## src/rtl/multi_cycle_ctrl.sv

```systemverilog
// Multi-cycle controller for a MIPS-subset datapath: FETCH/DECODE/EXE/MEM/WB.
// Strobes and selects decode from state and IR; retire, mem_err are registered.
module multi_cycle_ctrl #(
   parameter int ALUOP_W     = 3,
   parameter int MEM_TIMEOUT = 15
) (
   input  logic               clk,
   input  logic               reset,
   input  logic [31:0]        instr,
   input  logic               zero,
   input  logic               gtz,
   input  logic               mem_ready,
   output logic               PC_Write,
   output logic               IR_Write,
   output logic               GPR_Write,
   output logic               DM_Write,
   output logic               DM_Read,
   output logic [1:0]         RegDst,
   output logic [1:0]         MemToReg,
   output logic [1:0]         ExtOp,
   output logic [1:0]         NPCOp,
   output logic               AluSrc,
   output logic [ALUOP_W-1:0] ALUOp,
   output logic [2:0]         state,
   output logic               retire,
   output logic               illegal,
   output logic               mem_err
);

   localparam int            CW       = $clog2(MEM_TIMEOUT + 1);
   localparam logic [CW-1:0] TMO_LAST = CW'(MEM_TIMEOUT - 1);

   typedef enum logic [2:0] {
      FETCH  = 3'd0,
      DECODE = 3'd1,
      EXE    = 3'd2,
      MEM    = 3'd3,
      WB     = 3'd4
   } state_t;

   state_t        r_state;
   logic [CW-1:0] r_cnt;
   logic          r_retire;
   logic          r_mem_err;

   logic [5:0] w_op;
   logic [5:0] w_fn;
   logic       w_unused;
   logic       w_r;
   logic       w_addu;
   logic       w_subu;
   logic       w_sll;
   logic       w_jr;
   logic       w_ori;
   logic       w_lw;
   logic       w_sw;
   logic       w_beq;
   logic       w_bgtz;
   logic       w_jal;
   logic       w_lui;
   logic       w_legal;
   logic       w_rtype;
   logic       w_imm;
   logic       w_tmo;
   logic [1:0] w_alu;

   assign w_op     = instr[31:26];
   assign w_fn     = instr[5:0];
   assign w_unused = ^instr[25:6];

   assign w_r    = (w_op == 6'h00);
   assign w_addu = w_r && (w_fn == 6'h21);
   assign w_subu = w_r && (w_fn == 6'h23);
   assign w_sll  = w_r && (w_fn == 6'h00);
   assign w_jr   = w_r && (w_fn == 6'h08);
   assign w_ori  = (w_op == 6'h0D);
   assign w_lw   = (w_op == 6'h23);
   assign w_sw   = (w_op == 6'h2B);
   assign w_beq  = (w_op == 6'h04);
   assign w_bgtz = (w_op == 6'h07);
   assign w_jal  = (w_op == 6'h03);
   assign w_lui  = (w_op == 6'h0F);

   assign w_rtype = w_addu | w_subu | w_sll;
   assign w_imm   = w_ori | w_lui | w_lw | w_sw;
   assign w_legal = w_rtype | w_jr | w_imm | w_beq
                  | w_bgtz | w_jal;

   assign w_alu = (w_subu | w_beq) ? 2'd1 :
                  w_ori            ? 2'd2 :
                  w_sll            ? 2'd3 : 2'd0;

   // r_cnt holds MEM cycles already spent, so TMO_LAST marks the final one
   assign w_tmo = (r_cnt >= TMO_LAST);

   always_ff @(posedge clk or posedge reset) begin
      if (reset) begin
         r_state   <= FETCH;
         r_cnt     <= '0;
         r_retire  <= 1'b0;
         r_mem_err <= 1'b0;
      end else begin
         r_retire <= 1'b0;
         case (r_state)
            FETCH: r_state <= DECODE;
            DECODE: begin
               if (w_jal || w_jr) begin
                  r_state  <= FETCH;
                  r_retire <= 1'b1;
               end else if (!w_legal) begin
                  r_state <= FETCH;
               end else begin
                  r_state <= EXE;
               end
            end
            EXE: begin
               r_cnt <= '0;
               if (w_beq || w_bgtz) begin
                  r_state  <= FETCH;
                  r_retire <= 1'b1;
               end else if (w_lw || w_sw) begin
                  r_state <= MEM;
               end else begin
                  r_state <= WB;
               end
            end
            MEM: begin
               if (mem_ready) begin
                  if (w_sw) begin
                     r_state  <= FETCH;
                     r_retire <= 1'b1;
                  end else begin
                     r_state <= WB;
                  end
               end else if (w_tmo) begin
                  r_state   <= FETCH;
                  r_mem_err <= 1'b1;
               end else begin
                  r_cnt <= r_cnt + CW'(1);
               end
            end
            WB: begin
               r_state  <= FETCH;
               r_retire <= 1'b1;
            end
            default: r_state <= FETCH;
         endcase
      end
   end

   // reset gates everything so a mid-access abort drops strobes at once
   always_comb begin
      PC_Write  = 1'b0;
      IR_Write  = 1'b0;
      GPR_Write = 1'b0;
      DM_Write  = 1'b0;
      DM_Read   = 1'b0;
      RegDst    = 2'd0;
      MemToReg  = 2'd0;
      ExtOp     = 2'd0;
      NPCOp     = 2'd0;
      AluSrc    = 1'b0;
      ALUOp     = '0;
      illegal   = 1'b0;
      if (!reset) begin
         case (r_state)
            FETCH: begin
               IR_Write = 1'b1;
               PC_Write = 1'b1;
            end
            DECODE: begin
               if (w_jal) begin
                  GPR_Write = 1'b1;
                  RegDst    = 2'd2;
                  MemToReg  = 2'd2;
                  PC_Write  = 1'b1;
                  NPCOp     = 2'd2;
               end else if (w_jr) begin
                  PC_Write = 1'b1;
                  NPCOp    = 2'd3;
               end else if (!w_legal) begin
                  illegal = 1'b1;
               end
            end
            EXE, MEM, WB: begin
               RegDst   = {1'b0, w_rtype};
               AluSrc   = w_imm;
               MemToReg = {1'b0, w_lw};
               ExtOp    = w_lui ? 2'd2 : {1'b0, w_lw | w_sw};
               ALUOp    = ALUOP_W'(w_alu);
               if (r_state == EXE && (w_beq || w_bgtz)) begin
                  PC_Write = w_beq ? zero : gtz;
                  NPCOp    = 2'd1;
               end
               DM_Read   = (r_state == MEM) && w_lw;
               DM_Write  = (r_state == MEM) && w_sw;
               GPR_Write = (r_state == WB);
            end
            default: ;
         endcase
      end
   end

   assign state   = r_state;
   assign retire  = r_retire;
   assign mem_err = r_mem_err;

endmodule

```

## config.mk

```make
export PLATFORM = sky130hd
export DESIGN_NAME = multi_cycle_ctrl
export DESIGN_NICKNAME = d
export VERILOG_FILES = /design/src/rtl/multi_cycle_ctrl.sv
export SDC_FILE = /design/constraint.sdc
export NUM_CORES = 1
export LEC_CHECK = 0
export ABC_AREA = 1
export CAP_MARGIN = 20
export CORE_ASPECT_RATIO = 1.75
export CORE_MARGIN = 1.5
export CORE_UTILIZATION = 39
export CTS_BUF_LIST = sky130_fd_sc_hd__clkbuf_8 sky130_fd_sc_hd__clkbuf_16
export CTS_CLUSTER_DIAMETER = 120
export DETAILED_ROUTE_END_ITERATION = 16
export MAX_ROUTING_LAYER = met4
export PLACE_DENSITY = 0.86
export SLEW_MARGIN = 20
export SYNTH_ARGS = -nofsm -noshare
export SYNTH_HDL_FRONTEND = slang
export SYNTH_SLANG_ARGS = --single-unit
export TNS_END_PERCENT = 1
```

## constraint.sdc

```tcl
create_clock -name clk -period 2.1 [get_ports clk]
set_input_delay 0.42 -clock clk [delete_from_list [all_inputs] [get_ports clk]]
set_output_delay 0.42 -clock clk [all_outputs]
set_load 0.01 [all_outputs]
```

== Word level (Yosys, flattened, before mapping) ==
Index checks and enable logic that the tools add are counted.

* Register bits after elaboration: 9
* Bits in latches: 0
* Bits in writable memories: 0
* Memory bits (read-only): 0
* Bits of input ports: 37
* Output and inout port bits: 23
* Word-level logic and storage cells: 109
* Memories: 0

* Add/sub/neg operators: 1
* Multiply operators: 0
* Div/mod/pow operators: 0
* Order comparisons: 1
* Eq/ne operators: 17
* Shift operators: 0
* Mux-type cells: 56
* Bitwise logic cells: 13
* Reduce and logical (&&, ||, !) cells: 17

{| class="wikitable"
|+ Operators by type and width
! kind !! count
|-
| $mux W2 || 16
|-
| $mux W1 || 25
|-
| $eq A6 B6 Y1 const B || 4
|-
| $eq A6 B4 Y1 const B || 3
|-
| $mux W3 || 5
|-
| $eq A6 B3 Y1 const B || 2
|-
| $logic_not A6 Y1 || 2
|-
| $or A1 B1 Y1 || 12
|-
| $pmux W2 S2 || 3
|-
| $pmux W3 S4 || 1
|-
| $mux W4 || 2
|-
| $pmux W4 S2 || 1
|-
| $logic_and A1 B1 Y1 || 7
|-
| $eq A3 B2 Y1 const B || 2
|-
| $eq A6 B2 Y1 const B || 1
|-
| $reduce_and A3 Y1 || 2
|-
| $add A4 B1 Y4 const B || 1
|-
| $ge A4 B4 Y1 const B || 1
|-
| $ne A2 B2 Y1 const B || 2
|-
| $pmux W1 S4 || 1
|-
| $eq A3 B1 Y1 const B || 1
|-
| $eq A3 B3 Y1 const B || 1
|-
| $logic_not A3 Y1 || 1
|-
| $logic_or A1 B1 Y1 || 3
|-
| other kinds (6) || 6
|}

== Logic depth before layout (Yosys ltp) ==
Gate-level depths: netlist of run 1.

* Word-level depth: 14
* Mapped depth: 9
* Gate-level depth less buffers: 9

== Worst setup path after synthesis of run 1 ==
OpenSTA, ideal clock, no wires.

* Path kind: register -> output
* Start: reg r_state[2] (netlist: state[2])
* End: out RegDst[1]
* Data arrival time: 1.355 ns
* Data required time: 1.680 ns
* Path slack: 0.325 ns
* Stages on the path, launching flop included: 5
* Buffers on the path: 1
* Cell sequence: dfrtp_1 nor3_2 nand4_1 nor2_1 buf_4

* Longest elaborated chain between the ends: 4
* Elaborated cells on any way between the ends: 7

{| class="wikitable"
|+ RTL lines
! what !! line !! text
|-
| from (decl) || 41 || <nowiki>state_t r_state;</nowiki>
|-
| from (signal assigned) || 98 || <nowiki>r_state <= FETCH;</nowiki>
|-
| from (signal assigned) || 105 || <nowiki>FETCH: r_state <= DECODE;</nowiki>
|-
| from (signal assigned) || 108 || <nowiki>r_state <= FETCH;</nowiki>
|-
| $eq A3 B2 Y1 or $eq A3 B3 Y1 (tied branches) || 166 || <nowiki>case (r_state)</nowiki>
|-
| $reduce_or A3 Y1 || 166 ||
|-
| $pmux W2 S2 (*) || 166 ||
|-
| $mux W2 (*) || 165 || <nowiki>if (!reset) begin</nowiki>
|-
| to (decl) || 18 || <nowiki>output logic [1:0] RegDst,</nowiki>
|}

Every way passes the cells marked *; elsewhere a longest branch is shown, timed or not.

== Worst setup path after layout of run 1 ==
* Start: in instr[30]
* End: out NPCOp[0]

* Longest elaborated chain between the ends: 6
* Elaborated cells on any way between the ends: 12

{| class="wikitable"
|+ RTL lines
! what !! line !! text
|-
| from (decl) || 9 || <nowiki>input logic [31:0] instr,</nowiki>
|-
| $eq A6 B3 Y1 (tied with other cells) || 79 || <nowiki>assign w_beq = (w_op == 6'h04);</nowiki>
|-
| $logic_or A1 B1 Y1 or $logic_and A1 B1 Y1 (tied branches) || 191, 75 ||
|-
| $logic_and A1 B1 Y1 or $mux W2 (tied branches) || 191, 178 ||
|-
| $mux W1 or $mux W2 (tied branches) || 191, 172 ||
|-
| $pmux W2 S2 (*) || 166 ||
|-
| $mux W2 (*) || 165 ||
|-
| to (decl) || 21 || <nowiki>output logic [1:0] NPCOp,</nowiki>
|}

Marks and branches as above.

==> metrics.md, run 1 <==
| Metric | Value |
|---|---|
| Critical Path AT | `1640 ps` |
| TritonCTS clock tree | `built` |
| Area growth from synthesis to layout | `68.7%` |
| Post-route design area | `1540 um^2` |
| Die area | `2650 um^2` |
| Synthesis Warnings | `0` |
| Worst Skew | `0.753 ps` |
| Clk pwr share | `0.214` |
| Total global routing track utilization | `0.264` |
| Mapped cell area | `912 um^2` |
| FF+latch count, synth | `9` |
| RSZ-0062 raised after global routing | `true` |
| Largest net degree at the start of global routing | `8` |
| Largest family of logic cells by synthesized area | `simple AND/OR/NAND/NOR gates` |
| FF-to-FF setup slack | `670 ps` |
| Crit. End Element | `output port` |
| CP startpoint | `instr[30]` |
| Synth area leader | `dfrtp_1` |
| Reg-to-Reg Start | `r_cnt[0]` |
| Core Region | `2240 um^2` |
| Clock sink count | `9` |
| Vias per Instance | `5.10` |
| Cts hold-fix bufs | `0` |
| Setup crit end | `NPCOp[0]` |
| Switching Share | `0.391` |
| Initial DRC count | `51` |
| Syn avg cell area | `6.42 um^2` |
| Global-route wire length before repair | `4730 um` |
| Internal power | `0.570 mW` |
| Synth Net Count | `181` |
| Area contributors post-synth | `dfrtp_1 25%, inv_1 9.5%, nor2_1 9.5%` |
| HPWL Detailed | `2350 um` |
| Worst Path Max Fanout | `3` |
| Initial Util | `0.406` |
| Vias | `1189` |
| Final nets | `248` |
| DR pass1 iterations | `4` |
| Mux contribution to synthesized area | `0` |
| Post-DP Area | `1500 um^2` |
| Comb pwr share | `0.486` |
| Cts bufs inserted | `3` |
| Setup Crit Path Kind | `input pin to output port` |
| Post-synthesis compound-gate area fraction | `0.114` |
| Period minus WS final | `2060 ps` |
| N_diodes | `0` |
| Fill count | `187` |
| Final weighted congestion in routability-driven placement | `0.901` |
| Antenna violations before repair | `0` |
| Critical Path RT | `1680 ps` |
| Crit path launch type | `input pin` |
| CTS root buf | `clkbuf_8` |
| Post-Synth Adder-Cell Area | `0.0274` |
| Setup total negative slack | `0 ps` |
| Worst Hold Slack | `465 ps` |
| Final Hold Violating Endpoints | `0` |
| PwrDens | `609 nW/um^2` |
| Synth top area share | `0.247` |
| Setup violators final | `0` |
| Part of the power in registers | `0.301` |
| Vias in the first global route | `1191` |
| Die span in y | `67.0 um` |
| Synth Area in XOR/XNOR | `0` |
| Commonest cells after routing, fill and taps aside | `26 x buf_4, 23 x inv_1, 21 x nand2_1` |
| Io pins | `60` |
| Max cap viols | `0` |
| Core Rows | `23` |
| Commonest non-fill, non-tap cell in the layout | `buf_4` |
| VDD IR-drop max | `277 uV` |
| Synthesized instance count | `142` |
| Die X | `39.6 um` |
| Clk slew on worst S/H paths | `40 ps` |
| Drt total wl | `2910 um` |
| Worst R2R End | `r_cnt[3]` |
| DRC viols | `0` |
| Dpl cells | `228` |
| Port-buffer cells | `38` |
| Antenna-violating nets left | `0` |
| Period utilization | `0.982` |
| Routed wire per std cell | `12.5 um` |
| GRT overflow | `0` |
| Status | `finished clean` |
| CTS HTree Levels | `1` |
| Clk_lat worst skew | `240 ps` |
| Leakage power | `0.842 nW` |
| Finished Layout Cells | `233` |
| R2r worst-path depth | `7` |
| Layout cells sized above 1 | `0.361` |
| Sequential area share after synthesis | `0.247` |
| Simple-gate share of the synthesized area | `0.484` |
| Fmax | `0.485 GHz` |
| Hold Crit Class | `flop to flop` |
| Clock buffer depth | `2` |
| Sw power | `0.366 mW` |
| Synth cell types | `26` |
| Max Slew Vio Count | `0` |
## registers in the layout, indices dropped and copies added (netlist names)
register and count:
retire 1, state 3, mem_err 1, r_cnt 4
## final cells by class
cell class | count | area (um^2) | share of cell area
clock buffers | 3 | 41.3 | 0.0268
flip-flops and latches | 9 | 226 | 0.147
inverters | 26 | 97.6 | 0.0634
repair buffers | 64 | 531 | 0.345
well taps | 25 | 31.3 | 0.0203
clock inverters | 1 | 3.75 | 0.00244
multi-input cells | 105 | 608 | 0.395
## cell families after synthesis
kind of cell / after synthesis
AND/OR/NAND/NOR: 86
other: 1
adder cells (fa/ha/maj): 2
flip-flops: 9
buffers and inverters: 28
AO/OA/AOI/OAI: 16
## power by group through the flow
stage               combinational [mW]  clock (mW)  sequential [mW]
finish                           0.455       0.200            0.282
global route                     0.501       0.210            0.292
CTS                              0.452       0.200            0.278
detailed placement               0.461           0            0.279
global placement                 0.443           0            0.276
floorplan                        0.230           0            0.282
## worst max-delay path: stages
cell and delay [ps]:
dlygate4sd2_1 280, inv_1 80, nand2_1 70, nor2_1 120, nand3_2 100, nor2_2 130, inv_1 70, a21oi_1 140
clkdlybuf4s15_2 240
## Yosys cell counts
cell / instances
inv_1: 23
nor2_1: 23
nand2_1: 21
nand3_1: 14
nand2_2: 11
dfrtp_1: 9
a21oi_1: 7
nand4_1: 5
inv_2: 3
nor2_2: 3
nor2_4: 3
o21ai_1: 3
buf_4: 2
ha_1: 2
nor3_2: 2
a31o_1: 1
a31o_2: 1
and3_1: 1
conb_1: 1
nand3_2: 1
nor3_1: 1
nor4_2: 1
o21a_1: 1
o21ai_0: 1
o21ai_4: 1
o31ai_1: 1
## per-stage QoR
step,util,worst slack (ps),power (mW)
after global routing,0.686,-23.0,1.00
after floorplan,-,325,0.512
after global placement,0.667,-508,0.719
after detailed placement,0.667,-531,0.740
final,0.686,38.1,0.937
after CTS,0.679,-15.5,0.930
## metal layers
layer / part of all wire / vias up / routed length, um / global-route usage
met2: 0.61 / 38 / 1770 / 0.471
met5: 0 / - / 0 / -
li1: - / 581 / - / -
met3: 0.025 / 13 / 74 / 0.0267
met1: 0.32 / 557 / 928 / 0.244
met4: 0.047 / 0 / 136 / 0.177
## what timing repair did
| item | 4_1_cts | 5_1_grt |
|---|---|---|
| gates resized for setup | 52 | 16 |
| pin swaps | 9 | 3 |
| buffers inserted | 1 | 0 |
| setup endpoints to repair | 16 | 15 |
## worst min path at each step
| stage | start | slack, ps | end | cells past startpoint |
|---|---|---|---|---|
| floorplan | reset | 290 | mem_err | 1 |
| global placement | mem_err | 460 | mem_err | 1 |
| detailed placement | mem_err | 460 | mem_err | 1 |
| CTS | mem_err | 470 | mem_err | 1 |
| global route | mem_err | 490 | mem_err | 1 |
| finish | mem_err | 460 | mem_err | 1 |
Power figures use the tool's default switching activity.
==> inputs of run 2 (changes only) <==
Settings changed: ABC_AREA 1 to default, PLACE_DENSITY 0.86 to 0.85.
==> run 2 against run 1 <==
The flow now finishes with violations (setup timing). Fmax is 8.6% lower. Synthesized cell count is 13% lower. Flip-flop and latch count stayed put. Register-to-register slack worse by 290 ps. Highest routed layer unchanged.
==> metrics.md, run 2 <==
| Metric | Value |
|---|---|
| Status | `finished, violations left` |
| Failing checks | `setup timing` |
| Vias per Instance | `5.89` |
| Biggest register | `r_cnt` |
| Commonest cells after routing, fill and taps aside | `34 x buf_4, 11 x buf_2, 10 x nor2_1, 10 x nand3_1` |
| Final weighted congestion in routability-driven placement | `0.881` |
| Reg-to-Reg Start | `r_cnt[0]` |
| Syn avg cell area | `7.58 um^2` |
| Largest family of logic cells by synthesized area | `simple AND/OR/NAND/NOR gates` |
| Max reg flops | `4` |
| Die area | `2720 um^2` |
| Synth top area share | `0.240` |
| CTS HTree Levels | `1` |
| Clock buffer depth | `2` |
| Die span in y | `67.9 um` |
| WP buf/inv | `3` |
| Power Total | `1.02 mW` |
| Dominant synthesized flop cell | `dfrtp_1` |
| Max Slew Vio Count | `0` |
| FF+latch count, synth | `9` |
| Hold Path Sink | `mem_err` |
| RSZ-0062 raised after global routing | `true` |
| Core Rows | `23` |
| Period utilization | `1.07` |
| Area growth from synthesis to layout | `80.7%` |
| Asr flop ratio synth | `1.00` |
| Multi-input combinational cell area | `771 um^2` |
| Commonest non-fill, non-tap cell in the layout | `buf_4` |
| Clk slew on worst S/H paths | `50 ps` |
| Final nets | `234` |
| Antenna violations before repair | `0` |
| Initial Util | `0.413` |
| DRC viols | `0` |
| Mux contribution to synthesized area | `0.0213` |
| Synth Net Count | `163` |
| GRT overflow | `0` |
| Post-synth EDFFs | `0` |
| Cts hold-fix bufs | `0` |
| Worst Path Max Fanout | `4` |
| Worst Hold Slack | `511 ps` |
| Vias in the first global route | `1318` |
| Initial DRC count | `25` |
| Synth area leader | `dfrtp_1` |
| HPWL Detailed | `2600 um` |
| Core Region | `2270 um^2` |
| Setup violators final | `7` |
| Synthesis Warnings | `0` |
| Largest net degree at the start of global routing | `13` |
| Post-synthesis compound-gate area fraction | `0.204` |
| Worst path slowest cell | `or4_4` |
| DR pass1 iterations | `4` |
| Crit. End Element | `output port` |
| Layout cells sized above 1 | `0.438` |
| Hold path start | `mem_err` |
| Worst setup margin | `-157 ps` |
| Worst R2R End | `state[0]` |
| R2r worst-path depth | `6` |
| Final Hold Violating Endpoints | `0` |
| Setup Crit Path Kind | `input pin to output port` |
| Global-route wire length before repair | `5600 um` |
| Max cap viols | `0` |
| Critical Path AT | `1840 ps` |
| Mapped cell area | `940 um^2` |
| Cts bufs inserted | `3` |
| Top delay family on crit path | `simple AND/OR/NAND/NOR gates` |
| Period minus WS final | `2260 ps` |
| Simple-gate share of the synthesized area | `0.415` |
| Area contributors post-synth | `dfrtp_1 24%, nand3_1 5.3%, nor2_1 5.2%` |
| Pre-CTS WS | `-860 ps` |
| Leakage power | `0.843 nW` |
| Synthesized instance count | `124` |
| Routed wire per std cell | `17.2 um` |
| Crit path launch type | `input pin` |
| Synth Area in XOR/XNOR | `0.00932` |
| Slowest cell delay on critical path | `570 ps` |
| Fmax | `0.443 GHz` |
| Io pins | `60` |
| Hold Crit Class | `flop to flop` |
| Reg area | `225 um^2` |
| Count leader, synth | `nor2_1` |
| Commonest cells in the synthesized netlist | `13 x nor2_1, 10 x nand3_1, 9 x dfrtp_1, 8 x a21oi_1, 8 x nor3_1` |
| N_diodes | `0` |
| Clock sink count | `9` |
| WHS Path Cells | `2` |
| Port-buffer cells | `38` |
| Die X | `40.1 um` |
| Post-Synth Adder-Cell Area | `0.0266` |
| Sequential area share after synthesis | `0.240` |
| Vias | `1290` |
| Worst path cell trace | `buf_6 > or4_4 > nor3b_4 > buf_4 > and3b_1 > clkdlybuf4s15_1` |
| TritonCTS clock tree | `built` |
| PwrDens | `601 nW/um^2` |
| Critical Path RT | `1680 ps` |
| Fill count | `167` |
| Antenna-violating nets left | `0` |
| Drt total wl | `3770 um` |
| CTS root buf | `clkbuf_8` |
| Clk_lat worst skew | `240 ps` |
| Worst Skew | `5.84 ps` |
| VDD IR-drop max | `650 uV` |
| Synth cell types | `46` |
| Total global routing track utilization | `0.311` |
| FF-to-FF setup slack | `380 ps` |
run 2: kinds of logic after synthesis:
family	Yosys count
AOI/OAI and AO/OA	26
xor gates and xnor gates	1
adders and majority gates	2
buffers and inverters	14
DFF	9
muxes	2
other	1
and+or+nand+nor	69
run 2: final cells by class:
class | count | share of cell area
multi-input cells | 101 | 0.454
repair buffers | 74 | 0.355
clock buffers | 3 | 0.0243
inverters | 6 | 0.0133
flip-flops and latches | 9 | 0.133
well taps | 25 | 0.0184
clock inverters | 1 | 0.00221
run 2: per-stage QoR:
stage                     instance area [um^2]   util  cells  TNS (ps)
final                                     1700  0.747    219      -556
after detailed placement                  1550  0.682    212    -11390
after CTS                                 1670  0.734    219     -1520
after global routing                      1700  0.747    219     -1120
after global placement                    1550  0.682    212    -10880
after floorplan                            945      -    124     -60.9
run 2: how the worst max path moves through the flow:
| stage | start | end | slack [ps] | depth (start not counted) |
|---|---|---|---|---|
| after floorplan | instr[29] | illegal | -50 | 6 |
| after global placement | instr[26] | illegal | -820 | 6 |
| after detailed placement | instr[30] | NPCOp[0] | -860 | 6 |
| after CTS | instr[1] | NPCOp[0] | -200 | 6 |
| after global routing | instr[27] | RegDst[0] | -230 | 6 |
| final | instr[29] | RegDst[0] | -160 | 6 |
run 2: layer usage:
layer	track usage	routed length, um	vias up
li1	-	-	596
met1	0.235	1160	615
met2	0.603	2250	62
met3	0.0292	158	17
met4	0.220	188	0
met5	-	0	-
run 2: worst register-to-register path, stage by stage (launching register included):
cell and delay, ps:
dfrtp_1 410, inv_1 90, ha_1 200, o211ai_1 300
and2_1 230, mux2i_1 130, a211oi_1 260
run 2: power breakdown:
| part | internal [mW] | switching [mW] |
|---|---|---|
| logic | 0.274 | 0.282 |
| registers | 0.216 | 0.0470 |
| clock network | 0.128 | 0.0732 |
run 2: timing repair:
action / 4_1_cts / 5_1_grt
buffers inserted: 3 / 0
resized for setup: 92 / 20
setup endpoints to repair: 18 / 16
pin swaps: 10 / 5
